`src/rtl/dspl_pkg.sv`:
```
// Shared definitions for the 8-digit display frame writer.
// - Character codes understood by the display multiplexer.
// - dig_entry_t: one staged/displayed digit {en, ch, dp, blink}.
// - to_dspl_code(): packs an entry into the 7-bit driver code
//   {enable, char[4:0], dp_n}, applying the blink phase.
package dspl_pkg;

  localparam int NUM_DIG = 8;

  localparam logic [4:0] CH_0     = 5'h00;
  localparam logic [4:0] CH_1     = 5'h01;
  localparam logic [4:0] CH_2     = 5'h02;
  localparam logic [4:0] CH_3     = 5'h03;
  localparam logic [4:0] CH_4     = 5'h04;
  localparam logic [4:0] CH_J     = 5'h05;
  localparam logic [4:0] CH_S     = 5'h06;
  localparam logic [4:0] CH_E     = 5'h07;
  localparam logic [4:0] CH_T     = 5'h08;
  localparam logic [4:0] CH_U     = 5'h09;
  localparam logic [4:0] CH_P     = 5'h0A;
  localparam logic [4:0] CH_B     = 5'h0B;
  localparam logic [4:0] CH_C     = 5'h0C;
  localparam logic [4:0] CH_L     = 5'h0D;
  localparam logic [4:0] CH_Y     = 5'h0E;
  localparam logic [4:0] CH_G     = 5'h0F;
  localparam logic [4:0] CH_BLANK = 5'h10;
  localparam logic [4:0] CH_DASH  = 5'h11;

  typedef struct packed {
    logic       en;
    logic [4:0] ch;
    logic       dp;
    logic       blink;
  } dig_entry_t;

  // Blank, unlit, non-blinking digit; also what CLEAR writes.
  localparam dig_entry_t ENTRY_RST = '{en: 1'b0, ch: CH_BLANK, dp: 1'b0, blink: 1'b0};

  typedef enum logic [0:0] {
    IDLE  = 1'b0,
    CLEAR = 1'b1
  } fsm_state_t;

  // Codes above the dash have no glyph; show them as blank.
  function automatic logic [4:0] legal_char(input logic [4:0] c);
    return (c > CH_DASH) ? CH_BLANK : c;
  endfunction

  // Hidden blink phase only drops the enable bit; char and dp stay put.
  function automatic logic [6:0] to_dspl_code(input dig_entry_t e, input logic phase);
    return {e.en & ~(e.blink & phase), e.ch, ~e.dp};
  endfunction

endpackage

```
`src/rtl/dspl_frame_writer_if.sv`:
```
// Game-logic side port of the frame writer.
// - wr_*      : valid/ready character write into the staging buffer
// - clear     : blank the whole staging buffer (takes 8 cycles)
// - commit    : copy staging buffer to the displayed frame
// - committed : one-cycle pulse after a frame has been applied
// master = game logic, slave = frame writer.
interface dspl_frame_writer_if;
  logic       wr_valid;
  logic       wr_ready;
  logic [2:0] wr_pos;
  logic [4:0] wr_char;
  logic       wr_dp;
  logic       wr_blink;
  logic       clear;
  logic       commit;
  logic       committed;

  modport master (
    output wr_valid, wr_pos, wr_char, wr_dp, wr_blink, clear, commit,
    input  wr_ready, committed
  );

  modport slave (
    input  wr_valid, wr_pos, wr_char, wr_dp, wr_blink, clear, commit,
    output wr_ready, committed
  );
endinterface

```
`src/rtl/dspl_blink_timer.sv`:
```
// Free-running blink phase generator.
// - clock, reset : system clock, async active-low reset
// - restart      : synchronous restart (counter=0, phase=0 -> visible)
// - phase        : 0 = visible half, 1 = hidden half; toggles every
//                  BLINK_HALF_COUNT cycles
module dspl_blink_timer #(
  parameter int BLINK_HALF_COUNT = 25_000_000
) (
  input  logic clock,
  input  logic reset,
  input  logic restart,
  output logic phase
);

  localparam int CW = (BLINK_HALF_COUNT > 1) ? $clog2(BLINK_HALF_COUNT) : 1;
  localparam logic [CW-1:0] LAST = CW'(BLINK_HALF_COUNT - 1);

  logic [CW-1:0] count;

  always_ff @(posedge clock or negedge reset) begin
    if (!reset) begin
      count <= '0;
      phase <= 1'b0;
    end else if (restart) begin
      count <= '0;
      phase <= 1'b0;
    end else if (count == LAST) begin
      count <= '0;
      phase <= ~phase;
    end else begin
      count <= count + 1'b1;
    end
  end

endmodule

```
`src/rtl/dspl_frame_writer.sv`:
```
// Producer side of the 8-digit display: staging buffer + atomic commit.
// - clock, reset : system clock, async active-low reset
// - wr           : write/clear/commit port (slave side)
// - d1..d8       : 7-bit digit codes {en, char[4:0], dp_n}, d1 = rightmost
// Writes land in the staging buffer only; the displayed (front) frame
// changes solely on an applied commit or a blink phase toggle, so the
// display never shows a half-written frame.
module dspl_frame_writer
  import dspl_pkg::*;
#(
  parameter int BLINK_HALF_COUNT = 25_000_000
) (
  input  logic                clock,
  input  logic                reset,
  dspl_frame_writer_if.slave  wr,
  output logic [6:0]          d1,
  output logic [6:0]          d2,
  output logic [6:0]          d3,
  output logic [6:0]          d4,
  output logic [6:0]          d5,
  output logic [6:0]          d6,
  output logic [6:0]          d7,
  output logic [6:0]          d8
);

  fsm_state_t                  state;
  logic [2:0]                  ptr;
  logic                        commit_pend;
  logic                        committed_q;
  dig_entry_t [NUM_DIG-1:0]    staging, staging_nxt, front;
  logic [NUM_DIG-1:0][6:0]     dcode;
  logic                        accept, apply, phase;
  dig_entry_t                  new_entry;

  assign wr.wr_ready  = (state == IDLE) & ~wr.clear;
  assign wr.committed = committed_q;
  assign accept       = wr.wr_valid & wr.wr_ready;

  // A pending commit (raised while clearing) fires on the first IDLE edge,
  // i.e. only once the buffer is fully blanked.
  assign apply = (state == IDLE) & ~wr.clear & (wr.commit | commit_pend);

  always_comb begin
    new_entry       = ENTRY_RST;
    new_entry.en    = 1'b1;
    new_entry.ch    = legal_char(wr.wr_char);
    new_entry.dp    = wr.wr_dp;
    new_entry.blink = wr.wr_blink;
  end

  // Next staging contents; also the commit source so a write accepted in
  // the commit cycle is included.
  always_comb begin
    staging_nxt = staging;
    if (accept)
      staging_nxt[wr.wr_pos] = new_entry;
    if (state == CLEAR)
      staging_nxt[ptr] = ENTRY_RST;
  end

  always_ff @(posedge clock or negedge reset) begin
    if (!reset) begin
      state       <= IDLE;
      ptr         <= '0;
      commit_pend <= 1'b0;
      committed_q <= 1'b0;
      staging     <= {NUM_DIG{ENTRY_RST}};
      front       <= {NUM_DIG{ENTRY_RST}};
    end else begin
      staging     <= staging_nxt;
      committed_q <= apply;
      if (apply)
        front <= staging_nxt;

      // Commits arriving with clear or during CLEAR collapse into one.
      if (apply)
        commit_pend <= 1'b0;
      else if (wr.commit)
        commit_pend <= 1'b1;

      case (state)
        IDLE: begin
          if (wr.clear) begin
            state <= CLEAR;
            ptr   <= '0;
          end
        end
        CLEAR: begin
          ptr <= ptr + 3'd1;
          if (ptr == 3'd7)
            state <= IDLE;
        end
        default: state <= IDLE;
      endcase
    end
  end

  dspl_blink_timer #(
    .BLINK_HALF_COUNT(BLINK_HALF_COUNT)
  ) u_blink (
    .clock   (clock),
    .reset   (reset),
    .restart (apply),
    .phase   (phase)
  );

  for (genvar g = 0; g < NUM_DIG; g++) begin : g_dig
    assign dcode[g] = to_dspl_code(front[g], phase);
  end

  assign d1 = dcode[0];
  assign d2 = dcode[1];
  assign d3 = dcode[2];
  assign d4 = dcode[3];
  assign d5 = dcode[4];
  assign d6 = dcode[5];
  assign d7 = dcode[6];
  assign d8 = dcode[7];

endmodule

```
`src/flat_wrapper.sv`:
```
// flat-port wrapper written by rule: the top's interface ports become plain ports
module dspl_frame_writer_flat import dspl_pkg::*;
#(
  parameter int BLINK_HALF_COUNT = 25_000_000
)
  (clock, reset, d1, d2, d3, d4, d5, d6, d7, d8, wr_wr_valid, wr_wr_pos, wr_wr_char, wr_wr_dp, wr_wr_blink, wr_clear, wr_commit, wr_wr_ready, wr_committed);
  dspl_frame_writer_if wr_i ();
  input  logic clock;
  input  logic reset;
  output logic [6:0] d1;
  output logic [6:0] d2;
  output logic [6:0] d3;
  output logic [6:0] d4;
  output logic [6:0] d5;
  output logic [6:0] d6;
  output logic [6:0] d7;
  output logic [6:0] d8;
  input wire logic [$bits(wr_i.wr_valid)-1:0] wr_wr_valid;
  input wire logic [$bits(wr_i.wr_pos)-1:0] wr_wr_pos;
  input wire logic [$bits(wr_i.wr_char)-1:0] wr_wr_char;
  input wire logic [$bits(wr_i.wr_dp)-1:0] wr_wr_dp;
  input wire logic [$bits(wr_i.wr_blink)-1:0] wr_wr_blink;
  input wire logic [$bits(wr_i.clear)-1:0] wr_clear;
  input wire logic [$bits(wr_i.commit)-1:0] wr_commit;
  output wire logic [$bits(wr_i.wr_ready)-1:0] wr_wr_ready;
  output wire logic [$bits(wr_i.committed)-1:0] wr_committed;
  assign wr_i.wr_valid = wr_wr_valid;
  assign wr_i.wr_pos = wr_wr_pos;
  assign wr_i.wr_char = wr_wr_char;
  assign wr_i.wr_dp = wr_wr_dp;
  assign wr_i.wr_blink = wr_wr_blink;
  assign wr_i.clear = wr_clear;
  assign wr_i.commit = wr_commit;
  assign wr_wr_ready = wr_i.wr_ready;
  assign wr_committed = wr_i.committed;
  dspl_frame_writer #(.BLINK_HALF_COUNT(BLINK_HALF_COUNT)) u_core (.clock(clock), .reset(reset), .wr(wr_i), .d1(d1), .d2(d2), .d3(d3), .d4(d4), .d5(d5), .d6(d6), .d7(d7), .d8(d8));
endmodule
```
`config.mk`:
```
export PLATFORM = sky130hd
export DESIGN_NAME = dspl_frame_writer_flat
export DESIGN_NICKNAME = d
export VERILOG_FILES = /design/src/rtl/dspl_pkg.sv /design/src/rtl/dspl_frame_writer_if.sv /design/src/rtl/dspl_blink_timer.sv /design/src/rtl/dspl_frame_writer.sv /design/src/flat_wrapper.sv
export SDC_FILE = /design/constraint.sdc
export NUM_CORES = 1
export LEC_CHECK = 0
export BUFFER_PORTS_ARGS = -buffer_cell sky130_fd_sc_hd__buf_2
export CORE_ASPECT_RATIO = 0.6
export CORE_MARGIN = 3
export CORE_UTILIZATION = 40
export CTS_CLUSTER_DIAMETER = 30
export DETAILED_ROUTE_END_ITERATION = 8
export SKIP_LAST_GASP = 1
export SLEW_MARGIN = 10
export SYNTH_ARGS = -nofsm -noshare
export SYNTH_HDL_FRONTEND = slang
export SYNTH_SLANG_ARGS = --single-unit
```
`constraint.sdc`:
```
create_clock -name clock -period 3.85 [get_ports clock]
set_input_delay 0.1925 -clock clock [delete_from_list [all_inputs] [get_ports clock]]
set_output_delay 0.1925 -clock clock [all_outputs]
set_load 0.005 [all_outputs]
```
==> results.py <==
metrics = {
    "worst_setup_path": {
        "rr_endpoint": "u_core.d5[2]$_DFFE_PN0P_",
        "worst-path-max-fanout": 86,
        "worstPathArrival_ns": 2.51,
        "cp-end-kind": "flip-flop",
        "worstPathRequired_ns": 4.10,
        "critPathKind": "flip-flop to flip-flop",
        "cp-start-kind": "flip-flop",
        "reg2reg_from": "u_core.commit_pend$_DFFE_PN0P_",
        "reg2regPathDepth": 3,
        "reg2reg_slack_ns": 1.59,
    },
    "timing": {
        "tightest_slew_ns": 1.09,
        "skew_ns": 0.00870,
        "rsz0062_at_grt": "no",
        "max_freq_mhz": 442,
        "drv_slew": 0,
        "tns_ns": 0,
        "setup-violations-final": 0,
        "min_period_over_period": 0.588,
        "min_period_ns": 2.26,
        "setup_slack_ns": 1.59,
        "hold_viol": 0,
        "slew-limit-headroom": 0.270,
    },
    "pwr": {
        "leakage_nw": 3.67,
        "power.density_nw_per_um2": 632,
        "ir_worst_vdd_mv": 0.259,
        "p_seq_frac": 0.458,
        "p_sw_frac": 0.303,
        "p_comb_frac": 0.200,
        "clockPowerShare": 0.342,
        "internal_power_mw": 3.42,
        "p_switching_mw": 1.49,
    },
    "global_routing": {
        "grt_usage": 0.166,
        "antenna_found_initial": 0,
        "grt_pass1_wl_um": 24200,
        "grt_pass1_vias": 4533,
        "grt_util_met2": 0.238,
        "use_met3": 0.0409,
        "grtUsageMet1": 0.248,
        "grt_overflow": 0,
        "top_usage_layer": "met1",
        "grt_start_max_net_pins": 87,
    },
    "cells_and_area": {
        "multi_input_area_um2": 2400,
        "area_delta_synth_final_pct": 12.5,
        "seqCellArea_um2": 4020,
        "final_core_util": 0.469,
        "fillers": 1606,
        "drive_gt1_frac": 0.197,
        "diodes": 0,
        "fin_cells": 915,
        "nNetsFinal": 695,
    },
    "logic_synthesis": {
        "ys_warn_count": 0,
        "synth_top_area_frac": 0.522,
        "avgSynthCellArea_um2": 10.6,
        "synth_area_leader_cell": "dfrtp_1",
        "synthFlopType": "dfrtp_1",
        "post_synth_num_cell_types": 42,
        "syn_inst": 652,
        "synth_edf_count": 0,
        "syn_area_um2": 6900,
        "post-synth-top-count-cell": "dfrtp_1",
        "ys_seq_elements": 160,
        "post_synth_main_area_contributors": "dfrtp_1 (52%), mux2i_1 (8.3%), dfstp_2 (6.1%), o21ai_0 (5.1%), nor2_1 (4.7%)",
        "syn-num-nets": 670,
        "ys_top_cells_by_count": "dfrtp_1 (144), nor2_1 (87), nand2_1 (77), o21ai_0 (70), mux2i_1 (57)",
        "async_reset_ff_frac": 1.00,
        "synth_seq_area_share": 0.583,
    },
    "clocking": {
        "clk_path_buf_depth": 2,
        "insertion_delay_ns": 0.42,
        "cts.clk_slew.worst_paths_ns": 0.06,
        "clock-sinks": 160,
        "clockRootBuffer": "clkbuf_16",
        "cts_inserted_buffers": 17,
        "htree_levels": 4,
        "cts_tree": "done",
    },
    "floorplan": {
        "die_area_um2": 18900,
        "ios": 73,
        "die-width_um": 176,
        "die_height_um": 108,
        "row_count": 36,
        "start_util": 0.416,
        "core_um2": 16600,
    },
    "detailed_routing": {
        "wl_per_cell_um": 16.0,
        "routed_wirelength_um": 14700,
        "vias": 4559,
        "drcViolationCount": 0,
        "ant_nets": 0,
        "via_per_inst": 4.98,
        "firstDrtPassIters": 5,
        "drt_iter0_drc": 278,
    },
    "placed_design": {
        "hpwlAfterDp_um": 10100,
        "dp_cells": 885,
        "gp_congestion": 0.735,
        "io_buffer_count": 72,
        "post-place-ws_ns": 1.60,
    },
    "worst_hold_path": {
        "hp-class": "input port to flip-flop",
        "min_from": "wr_clear",
        "min_path_cells": 3,
        "whs_endpoint": "u_core.state$_DFF_PN0_",
    },
    "job": {
        "drv_cap": 0,
    },
    "status": {
        "status": "complete, no violations",
    },
}
cells in the final DEF, fill, tap and decap left out, drive strengths merged, types with 5 or more instances in the layout:
master  count
nand3       7
inv        17
xnor2      12
clkinv      5
mux2i      57
buf        76
nor2       89
o21ai      72
nor3       10
a21boi      8
o31ai       9
clkbuf     19
nand2      77
a21oi      13
nand4       7
dfrtp     144
dfstp      16
nand2b      6
or3        12
metal layers:
| metal | routed length, um | vias up |
|---|---|---|
| met2 | 6390 | 100 |
| met4 | 106 | 0 |
| met5 | 0 | - |
| met1 | 7510 | 2247 |
| li1 | - | 2202 |
| met3 | 644 | 10 |
power by group through the flow:
stage | combinational (mW) | sequential, mW | clock [mW]
5_1_grt | 1.13 | 2.30 | 1.80
6_report | 0.983 | 2.25 | 1.68
3_5_place_dp | 0.996 | 2.28 | 0
2_1_floorplan | 0.767 | 2.20 | 0
4_1_cts | 1.00 | 2.25 | 1.72
3_3_place_gp | 0.963 | 2.26 | 0
state kept, by name, indices dropped and copies added (netlist names), 3 cells and up:
register / cells
u_core.d3: 5
u_core.d1: 5
u_core.d7: 5
u_core.d5: 5
u_core.u_blink.count: 25
u_core.d8: 5
u_core.front: 24
u_core.d2: 5
u_core.ptr: 3
u_core.staging: 64
u_core.d6: 5
u_core.d4: 5
what timing repair did:
item                      in CTS  in global routing
hold endpoints to repair      71                  0
hold buffers                   1                  0
buffers inserted               0                  0
gates resized for setup        0                  0
critical path, cell delays in order (launching register included):
cell and delay (ns):
dfrtp_1 0.41, o21ai_4 0.71, buf_4 0.71, o21ai_0 0.24
kinds of logic after synthesis:
| kind of cell | after synthesis | synth area share |
|---|---|---|
| simple gates | 226 | 0.154 |
| flops | 160 | 0.583 |
| compound gates | 104 | 0.0832 |
| buf+inv | 87 | 0.0713 |
| mux | 59 | 0.0859 |
| xor+xnor | 13 | 0.0165 |
| fa+ha+maj | 3 | 0.00544 |
metrics by stage:
step	power [mW]	cell area, um2	hold slack [ns]
after floorplan	2.96	6900	-0.103
after global placement	3.23	7170	0.252
after detailed placement	3.28	7170	0.260
after CTS	4.98	7770	0.0133
after global routing	5.23	7770	0.0631
final	4.91	7770	0.0304
final cells by class:
cell class	instances	share of cell area
Timing Repair Buffer	77	0.0540
Clock buffer	19	0.0570
Tap cell	228	0.0367
Inverter	16	0.00773
Clock inverter	10	0.0179
Sequential cell	160	0.518
Multi-Input combinational cell	405	0.309
how the worst max path moves through the flow:
stage                                      start                                  to  slack, ns  cells past startpoint
6_report          u_core.commit_pend$_DFFE_PN0P_            u_core.d5[2]$_DFFE_PN0P_       1.59                      3
3_5_place_dp      u_core.commit_pend$_DFFE_PN0P_            u_core.d5[2]$_DFFE_PN0P_       1.60                      3
3_3_place_gp      u_core.commit_pend$_DFFE_PN0P_            u_core.d2[2]$_DFFE_PN0P_       1.68                      3
5_1_grt           u_core.commit_pend$_DFFE_PN0P_            u_core.d5[2]$_DFFE_PN0P_       1.33                      3
2_1_floorplan  u_core.u_blink.count[0]$_DFF_PN0_  u_core.u_blink.count[22]$_DFF_PN0_       1.87                      6
4_1_cts           u_core.commit_pend$_DFFE_PN0P_            u_core.d5[2]$_DFFE_PN0P_       1.56                      3
No activity file was read; power rests on OpenSTA's default activity.
